--- src/rtl/mc_ctrl_sequencer_if.sv ---
// Control-sequencer bundle: next-state logic / IR inputs plus datapath
// controls, status and performance counters.
interface mc_ctrl_sequencer_if #(
    parameter int unsigned CNT_W = 32
);
    logic [5:0]       opcode;
    logic [3:0]       next_state;
    logic             mem_ready;
    logic [3:0]       current_state;
    logic             pc_write;
    logic             pc_write_cond;
    logic             ior_d;
    logic             mem_read;
    logic             mem_write;
    logic             mem_to_reg;
    logic             ir_write;
    logic             reg_write;
    logic             reg_dst;
    logic             alu_src_a;
    logic [1:0]       pc_source;
    logic [1:0]       alu_op;
    logic [1:0]       alu_src_b;
    logic             stall;
    logic             illegal_op;
    logic [CNT_W-1:0] retired;
    logic [CNT_W-1:0] cycles;

    // Side that feeds the sequencer and consumes its controls.
    modport master (
        output opcode, next_state, mem_ready,
        input  current_state, pc_write, pc_write_cond, ior_d, mem_read, mem_write,
        input  mem_to_reg, ir_write, reg_write, reg_dst, alu_src_a, pc_source, alu_op,
        input  alu_src_b, stall, illegal_op, retired, cycles
    );

    // The sequencer itself.
    modport slave (
        input  opcode, next_state, mem_ready,
        output current_state, pc_write, pc_write_cond, ior_d, mem_read, mem_write,
        output mem_to_reg, ir_write, reg_write, reg_dst, alu_src_a, pc_source, alu_op,
        output alu_src_b, stall, illegal_op, retired, cycles
    );
endinterface

--- src/rtl/mc_ctrl_sequencer.sv ---
// Multicycle CPU control sequencer: state register, per-state datapath
// controls, memory-wait stalling, illegal-opcode trap and perf counters.
module mc_ctrl_sequencer #(
    parameter int unsigned CNT_W = 32
) (
    input  logic                  clk,
    input  logic                  rst,
    mc_ctrl_sequencer_if.slave    bus
);
    localparam logic [3:0] StFetch    = 4'd0;
    localparam logic [3:0] StDecode   = 4'd1;
    localparam logic [3:0] StMemAddr  = 4'd2;
    localparam logic [3:0] StMemRead  = 4'd3;
    localparam logic [3:0] StLwWb     = 4'd4;
    localparam logic [3:0] StSwWrite  = 4'd5;
    localparam logic [3:0] StRExec    = 4'd6;
    localparam logic [3:0] StRWb      = 4'd7;
    localparam logic [3:0] StBeq      = 4'd8;
    localparam logic [3:0] StJump     = 4'd9;
    localparam logic [3:0] StIWb      = 4'd10;
    localparam logic [3:0] StLuiExec  = 4'd11;
    localparam logic [3:0] StAddiExec = 4'd12;
    localparam logic [3:0] StUnused0  = 4'd13;
    localparam logic [3:0] StUnused1  = 4'd14;
    localparam logic [3:0] StTrap     = 4'd15;

    localparam logic [CNT_W-1:0] CntOne = CNT_W'(1);

    logic [3:0]       state_q, state_d;
    logic             illegal_q, illegal_d;
    logic [CNT_W-1:0] retired_q, cycles_q;
    logic             stall;
    logic             legal_op;
    logic             terminal;

    // Memory-wait stall and decode-time classification of the current state.
    always_comb begin
        stall    = (state_q inside {StFetch, StMemRead, StSwWrite}) && !bus.mem_ready;
        legal_op = bus.opcode inside {6'd0, 6'd2, 6'd4, 6'd8, 6'd15, 6'd35, 6'd43};
        terminal = state_q inside {StLwWb, StSwWrite, StRWb, StBeq, StJump, StIWb};
    end

    // Next state: hold on stall, trap bad opcodes and unused states, else follow.
    always_comb begin
        state_d   = bus.next_state;
        illegal_d = illegal_q;
        if (stall) begin
            state_d = state_q;
        end else if (state_q == StDecode && !legal_op) begin
            state_d   = StTrap;
            illegal_d = 1'b1;
        end else if (state_q == StUnused0 || state_q == StUnused1) begin
            state_d   = StFetch;
            illegal_d = 1'b1;
        end
    end

    // State, sticky trap flag and performance counters.
    always_ff @(posedge clk) begin
        if (rst) begin
            state_q   <= StFetch;
            illegal_q <= 1'b0;
            retired_q <= '0;
            cycles_q  <= '0;
        end else begin
            state_q   <= state_d;
            illegal_q <= illegal_d;
            cycles_q  <= cycles_q + CntOne;
            if (terminal && !stall) begin
                retired_q <= retired_q + CntOne;
            end
        end
    end

    // Per-state control decode, then stall and reset gating of write strobes.
    always_comb begin
        bus.pc_write      = 1'b0;
        bus.pc_write_cond = 1'b0;
        bus.ior_d         = 1'b0;
        bus.mem_read      = 1'b0;
        bus.mem_write     = 1'b0;
        bus.mem_to_reg    = 1'b0;
        bus.ir_write      = 1'b0;
        bus.reg_write     = 1'b0;
        bus.reg_dst       = 1'b0;
        bus.alu_src_a     = 1'b0;
        bus.pc_source     = 2'b00;
        bus.alu_op        = 2'b00;
        bus.alu_src_b     = 2'b00;
        case (state_q)
            StFetch: begin
                bus.mem_read  = 1'b1;
                bus.ir_write  = 1'b1;
                bus.pc_write  = 1'b1;
                bus.alu_src_b = 2'b01;
            end
            StDecode: bus.alu_src_b = 2'b11;
            StMemAddr: begin
                bus.alu_src_a = 1'b1;
                bus.alu_src_b = 2'b10;
            end
            StMemRead: begin
                bus.mem_read = 1'b1;
                bus.ior_d    = 1'b1;
            end
            StLwWb: begin
                bus.reg_write  = 1'b1;
                bus.mem_to_reg = 1'b1;
            end
            StSwWrite: begin
                bus.mem_write = 1'b1;
                bus.ior_d     = 1'b1;
            end
            StRExec: begin
                bus.alu_src_a = 1'b1;
                bus.alu_op    = 2'b10;
            end
            StRWb: begin
                bus.reg_write = 1'b1;
                bus.reg_dst   = 1'b1;
            end
            StBeq: begin
                bus.alu_src_a     = 1'b1;
                bus.alu_op        = 2'b01;
                bus.pc_write_cond = 1'b1;
                bus.pc_source     = 2'b01;
            end
            StJump: begin
                bus.pc_write  = 1'b1;
                bus.pc_source = 2'b10;
            end
            StIWb: bus.reg_write = 1'b1;
            StLuiExec: begin
                bus.alu_src_a = 1'b1;
                bus.alu_src_b = 2'b10;
                bus.alu_op    = 2'b11;
            end
            StAddiExec: begin
                bus.alu_src_a = 1'b1;
                bus.alu_src_b = 2'b10;
            end
            default: ;
        endcase
        // mem_read/mem_write stay up during a stall so the request is held.
        if (stall) begin
            bus.ir_write = 1'b0;
            bus.pc_write = 1'b0;
        end
        if (rst) begin
            bus.pc_write      = 1'b0;
            bus.pc_write_cond = 1'b0;
            bus.ir_write      = 1'b0;
            bus.reg_write     = 1'b0;
            bus.mem_write     = 1'b0;
        end
    end

    // Status and counter outputs.
    always_comb begin
        bus.current_state = state_q;
        bus.stall         = stall;
        bus.illegal_op    = illegal_q;
        bus.retired       = retired_q;
        bus.cycles        = cycles_q;
    end
endmodule

--- src/flat_wrapper.sv ---
// flat-port wrapper written by rule: the top's interface ports become plain ports
module mc_ctrl_sequencer_flat 
#(
    parameter int unsigned CNT_W = 32
)
  (clk, rst, bus_opcode, bus_next_state, bus_mem_ready, bus_current_state, bus_pc_write, bus_pc_write_cond, bus_ior_d, bus_mem_read, bus_mem_write, bus_mem_to_reg, bus_ir_write, bus_reg_write, bus_reg_dst, bus_alu_src_a, bus_pc_source, bus_alu_op, bus_alu_src_b, bus_stall, bus_illegal_op, bus_retired, bus_cycles);
  mc_ctrl_sequencer_if #(.CNT_W(CNT_W)) bus_i ();
  input  logic clk;
  input  logic rst;
  input wire logic [$bits(bus_i.opcode)-1:0] bus_opcode;
  input wire logic [$bits(bus_i.next_state)-1:0] bus_next_state;
  input wire logic [$bits(bus_i.mem_ready)-1:0] bus_mem_ready;
  output wire logic [$bits(bus_i.current_state)-1:0] bus_current_state;
  output wire logic [$bits(bus_i.pc_write)-1:0] bus_pc_write;
  output wire logic [$bits(bus_i.pc_write_cond)-1:0] bus_pc_write_cond;
  output wire logic [$bits(bus_i.ior_d)-1:0] bus_ior_d;
  output wire logic [$bits(bus_i.mem_read)-1:0] bus_mem_read;
  output wire logic [$bits(bus_i.mem_write)-1:0] bus_mem_write;
  output wire logic [$bits(bus_i.mem_to_reg)-1:0] bus_mem_to_reg;
  output wire logic [$bits(bus_i.ir_write)-1:0] bus_ir_write;
  output wire logic [$bits(bus_i.reg_write)-1:0] bus_reg_write;
  output wire logic [$bits(bus_i.reg_dst)-1:0] bus_reg_dst;
  output wire logic [$bits(bus_i.alu_src_a)-1:0] bus_alu_src_a;
  output wire logic [$bits(bus_i.pc_source)-1:0] bus_pc_source;
  output wire logic [$bits(bus_i.alu_op)-1:0] bus_alu_op;
  output wire logic [$bits(bus_i.alu_src_b)-1:0] bus_alu_src_b;
  output wire logic [$bits(bus_i.stall)-1:0] bus_stall;
  output wire logic [$bits(bus_i.illegal_op)-1:0] bus_illegal_op;
  output wire logic [$bits(bus_i.retired)-1:0] bus_retired;
  output wire logic [$bits(bus_i.cycles)-1:0] bus_cycles;
  assign bus_i.opcode = bus_opcode;
  assign bus_i.next_state = bus_next_state;
  assign bus_i.mem_ready = bus_mem_ready;
  assign bus_current_state = bus_i.current_state;
  assign bus_pc_write = bus_i.pc_write;
  assign bus_pc_write_cond = bus_i.pc_write_cond;
  assign bus_ior_d = bus_i.ior_d;
  assign bus_mem_read = bus_i.mem_read;
  assign bus_mem_write = bus_i.mem_write;
  assign bus_mem_to_reg = bus_i.mem_to_reg;
  assign bus_ir_write = bus_i.ir_write;
  assign bus_reg_write = bus_i.reg_write;
  assign bus_reg_dst = bus_i.reg_dst;
  assign bus_alu_src_a = bus_i.alu_src_a;
  assign bus_pc_source = bus_i.pc_source;
  assign bus_alu_op = bus_i.alu_op;
  assign bus_alu_src_b = bus_i.alu_src_b;
  assign bus_stall = bus_i.stall;
  assign bus_illegal_op = bus_i.illegal_op;
  assign bus_retired = bus_i.retired;
  assign bus_cycles = bus_i.cycles;
  mc_ctrl_sequencer #(.CNT_W(CNT_W)) u_core (.clk(clk), .rst(rst), .bus(bus_i));
endmodule
--- config.mk ---
export PLATFORM = sky130hd
export DESIGN_NAME = mc_ctrl_sequencer_flat
export DESIGN_NICKNAME = d
export VERILOG_FILES = /design/src/rtl/mc_ctrl_sequencer_if.sv /design/src/rtl/mc_ctrl_sequencer.sv /design/src/flat_wrapper.sv
export SDC_FILE = /design/constraint.sdc
export NUM_CORES = 1
export LEC_CHECK = 0
export CAP_MARGIN = 20
export CORE_AREA = 2 2 82 162
export DETAILED_ROUTE_END_ITERATION = 8
export DIE_AREA = 0 0 84 164
export PLACE_DENSITY = 0.51
export SETUP_SLACK_MARGIN = 0.3
export SYNTH_ARGS = -nofsm -noshare
export SYNTH_HDL_FRONTEND = slang
export SYNTH_SLANG_ARGS = --single-unit
--- constraint.sdc ---
create_clock -name clk -period 2.25 [get_ports clk]
set_input_delay 0.225 -clock clk [delete_from_list [all_inputs] [get_ports clk]]
set_output_delay 0.225 -clock clk [all_outputs]
set_load 0.1 [all_outputs]
==> impl_metrics.toml <==
[global_routing]
grt_max_degree = 62
grt.total_usage_pct = 16.8
grt_pass1_wl_um = 18400
overflow = 0
grt_pass1_vias = 3662
grt_antenna_before_repair = 0

[final_layout]
antenna_cells = 0
multi_input_area_sq_um = 2430
final-seq-area_sq_um = 1570
final_nets = 557
fin_util_pct = 44.8
layout_common_cells = "buf_4 (87), dfxtp_4 (43), nor2_1 (33), a21oi_1 (32), nand2_1 (26)"
n_fill_cell = 1266
layout_commonest_cell = "buf_4"
area_delta_synth_final_pct = 52.3
drive_gt1_share_pct = 43.9
fin_cells = 697

[detailed_routing]
firstDrtPassIters = 4
drt-total-wl_um = 11300
routed-via-count = 3765
drcViolationCount = 0
drt_iter0_drc = 87
postRouteAntennaNets = 0
wl_per_cell_um = 16.2
vias_per_cell = 5.40

[pwr]
power_frac_seq_pct = 30.5
combPwrFrac_pct = 28.8
clkPwrFrac_pct = 40.7
p_int_mw = 2.77
power_per_cell_area_nw_per_um2 = 754
switchingPower_mw = 1.47
leakage_nw = 2.01
switching_share_pct = 34.7
vdd_drop_max_uv = 410

[sta]
period_minus_slack_ns = 1.87
slew_violations = 0
hold_viol = 0
slew_headroom_pct = 55.8
clock.fmax_ghz = 0.533
setup_viol = 0
worst_slew_pin_slew_ns = 0.663
fin_crit_sh_pct = 83.3
rsz0062_at_grt = "no"
fin_ws_ns = 0.375
tns_ns = 0
skew_ns = 0.00761

[worst_setup_path]
required_ns = 2.03
crit_start = "u_core.bus.current_state[1]$_SDFFE_PP0N_"
crit_type = "reg -> out"
worst_setup_path_end_kind = "output pin"
r2r_cells = 4
reg2reg_slack_ns = 0.39
r2r-start = "u_core.bus.cycles[14]$_SDFF_PP0_"
worstPathMaxFanout = 11
crit_arrival_ns = 1.65
worst_setup_path_start_kind = "flop"
reg2reg_to = "u_core.bus.cycles[31]$_SDFF_PP0_"
endpoint = "bus_pc_write"

[floorplanning]
die_h_um = 164
row_count = 58
ios = 99
core_sq_um = 12600
die_w_um = 84
initial_core_util_pct = 29.4
dieArea_sq_um = 13800

[logic_synthesis]
synth-seq-cells = 69
yosysWarnings = 0
synth_cell_types = 46
synthesis.nets = 462
syn_inst = 447
ys_seq_area_share_pct = 37.4
avgSynthCellArea_sq_um = 8.26
netlist_area_sq_um = 3690

[run_status]
status = "finished, final reports clean"

[clocking]
cts_tree = "built"
root_buffer = "clkbuf_16"
htree_levels = 3
clock_latency_ns = 0.34
clock_path_buffers = 2
clk_pin_slew_ns = 0.05
clkSinkCount = 69
cts_buffers = 9
hold_buffers = 0

[placement]
hpwlAfterDp_um = 8100
portBuffers = 98
dp_slack_ns = 0.180
placedCellCount = 674
gp_congestion = 0.764

[min_path]
hold_path.class = "in -> reg"

[flow_run]
maxCapViolCount = 0
per-stage QoR:
step	hold slack [ns]	instance area [sq um]	total power [mW]
final	0.393	5620	4.24
after global routing	0.420	5620	4.42
after CTS	0.382	5580	4.30
after detailed placement	0.464	5150	2.49
after global placement	0.460	5150	2.49
after floorplan	0.378	4150	2.20
cells by family after synthesis:
logic type	synth area share, %
mux	5.73
flops	37.4
fa+ha+maj	0.949
simple gates	34.5
xor+xnor	3.56
buf+inv	4.51
compound gates	13.3
how the worst min path moves through the flow:
stage	startpoint	to	cells past startpoint
3_3_place_gp	u_core.bus.illegal_op$_SDFFE_PP0P_	u_core.bus.illegal_op$_SDFFE_PP0P_	2
3_5_place_dp	u_core.bus.illegal_op$_SDFFE_PP0P_	u_core.bus.illegal_op$_SDFFE_PP0P_	2
4_1_cts	rst	u_core.bus.retired[0]$_SDFFE_PP0P_	3
2_1_floorplan	bus_next_state[3]	u_core.bus.current_state[3]$_SDFFE_PP0N_	2
5_1_grt	rst	u_core.bus.retired[13]$_SDFFE_PP0P_	3
6_report	rst	u_core.bus.retired[0]$_SDFFE_PP0P_	3
power groups by stage:
stage          sequential [mW]  clock, mW  combinational (mW)
2_1_floorplan             1.50          0               0.707
3_3_place_gp              1.35          0                1.14
3_5_place_dp              1.36          0                1.14
4_1_cts                   1.30       1.79                1.22
5_1_grt                   1.30       1.83                1.28
6_report                  1.29       1.73                1.22
cell type report:
type                       count  share of cell area, %
clock buffer                   9                   4.01
tap                          150                   3.34
multi-input combinational    338                   43.2
inverter                      11                  0.801
sequential                    69                   27.9
clock inverter                 7                   2.45
timing repair buffer         113                   18.3
Yosys cell counts (all sizes together):
master   instances  area, sq um
a211o            1         8.76
a211oi           1         7.51
a21oi           36          180
a311oi           3         26.3
a31oi            1         6.26
and2             3         18.8
and3             3         18.8
and3b            1         8.76
and4            13          114
buf              9         48.8
clkbuf          20         76.3
dfxtp           69         1380
ha               2         25.0
inv             11         41.3
maj3             1         10.0
mux2            17          191
mux2i            2         20.0
nand2           27          101
nand2b           5         31.3
nand3           23          115
nand3b           1         7.51
nand4           18          134
nand4bb          1         11.3
nor2            37          139
nor2b           18          113
nor3            12         60.1
nor3b            3         22.5
nor4            16          100
o2111ai          1         8.76
o211ai           1         7.51
o21a             2         15.0
o21ai           12         60.1
o22ai            1         6.26
o31ai           22          165
or2              4         25.0
or3             11         70.1
or4             24          184
xnor2            6         52.6
xor2             9         78.8
metal layers:
metal  track usage, %  part of all wire, %  up-vias
met2             31.7                   56       80
met3             2.96                  3.6       20
met1             17.0                   37     1803
li1                 -                    -     1862
met5                0                    0        -
met4             9.46                  3.4        0
registers in the layout (all words and copies together), names as in the netlist:
register                  flops
u_core.bus.cycles            32
u_core.bus.retired           32
u_core.bus.current_state      4
u_core.bus.illegal_op         1
repair_timing:
action,4_1_cts,5_1_grt
endpoints found under the setup margin,11,18
setup buffers,4,3
pin swaps,0,2
gates resized for setup,3,6
worst max-delay path: stages (launching register included):
cell	delay (ns)
dfxtp_4	0.39
or3_1	0.53
a21oi_4	0.21
buf_12	0.19
Note: power is estimated with default switching activity, not from simulation.
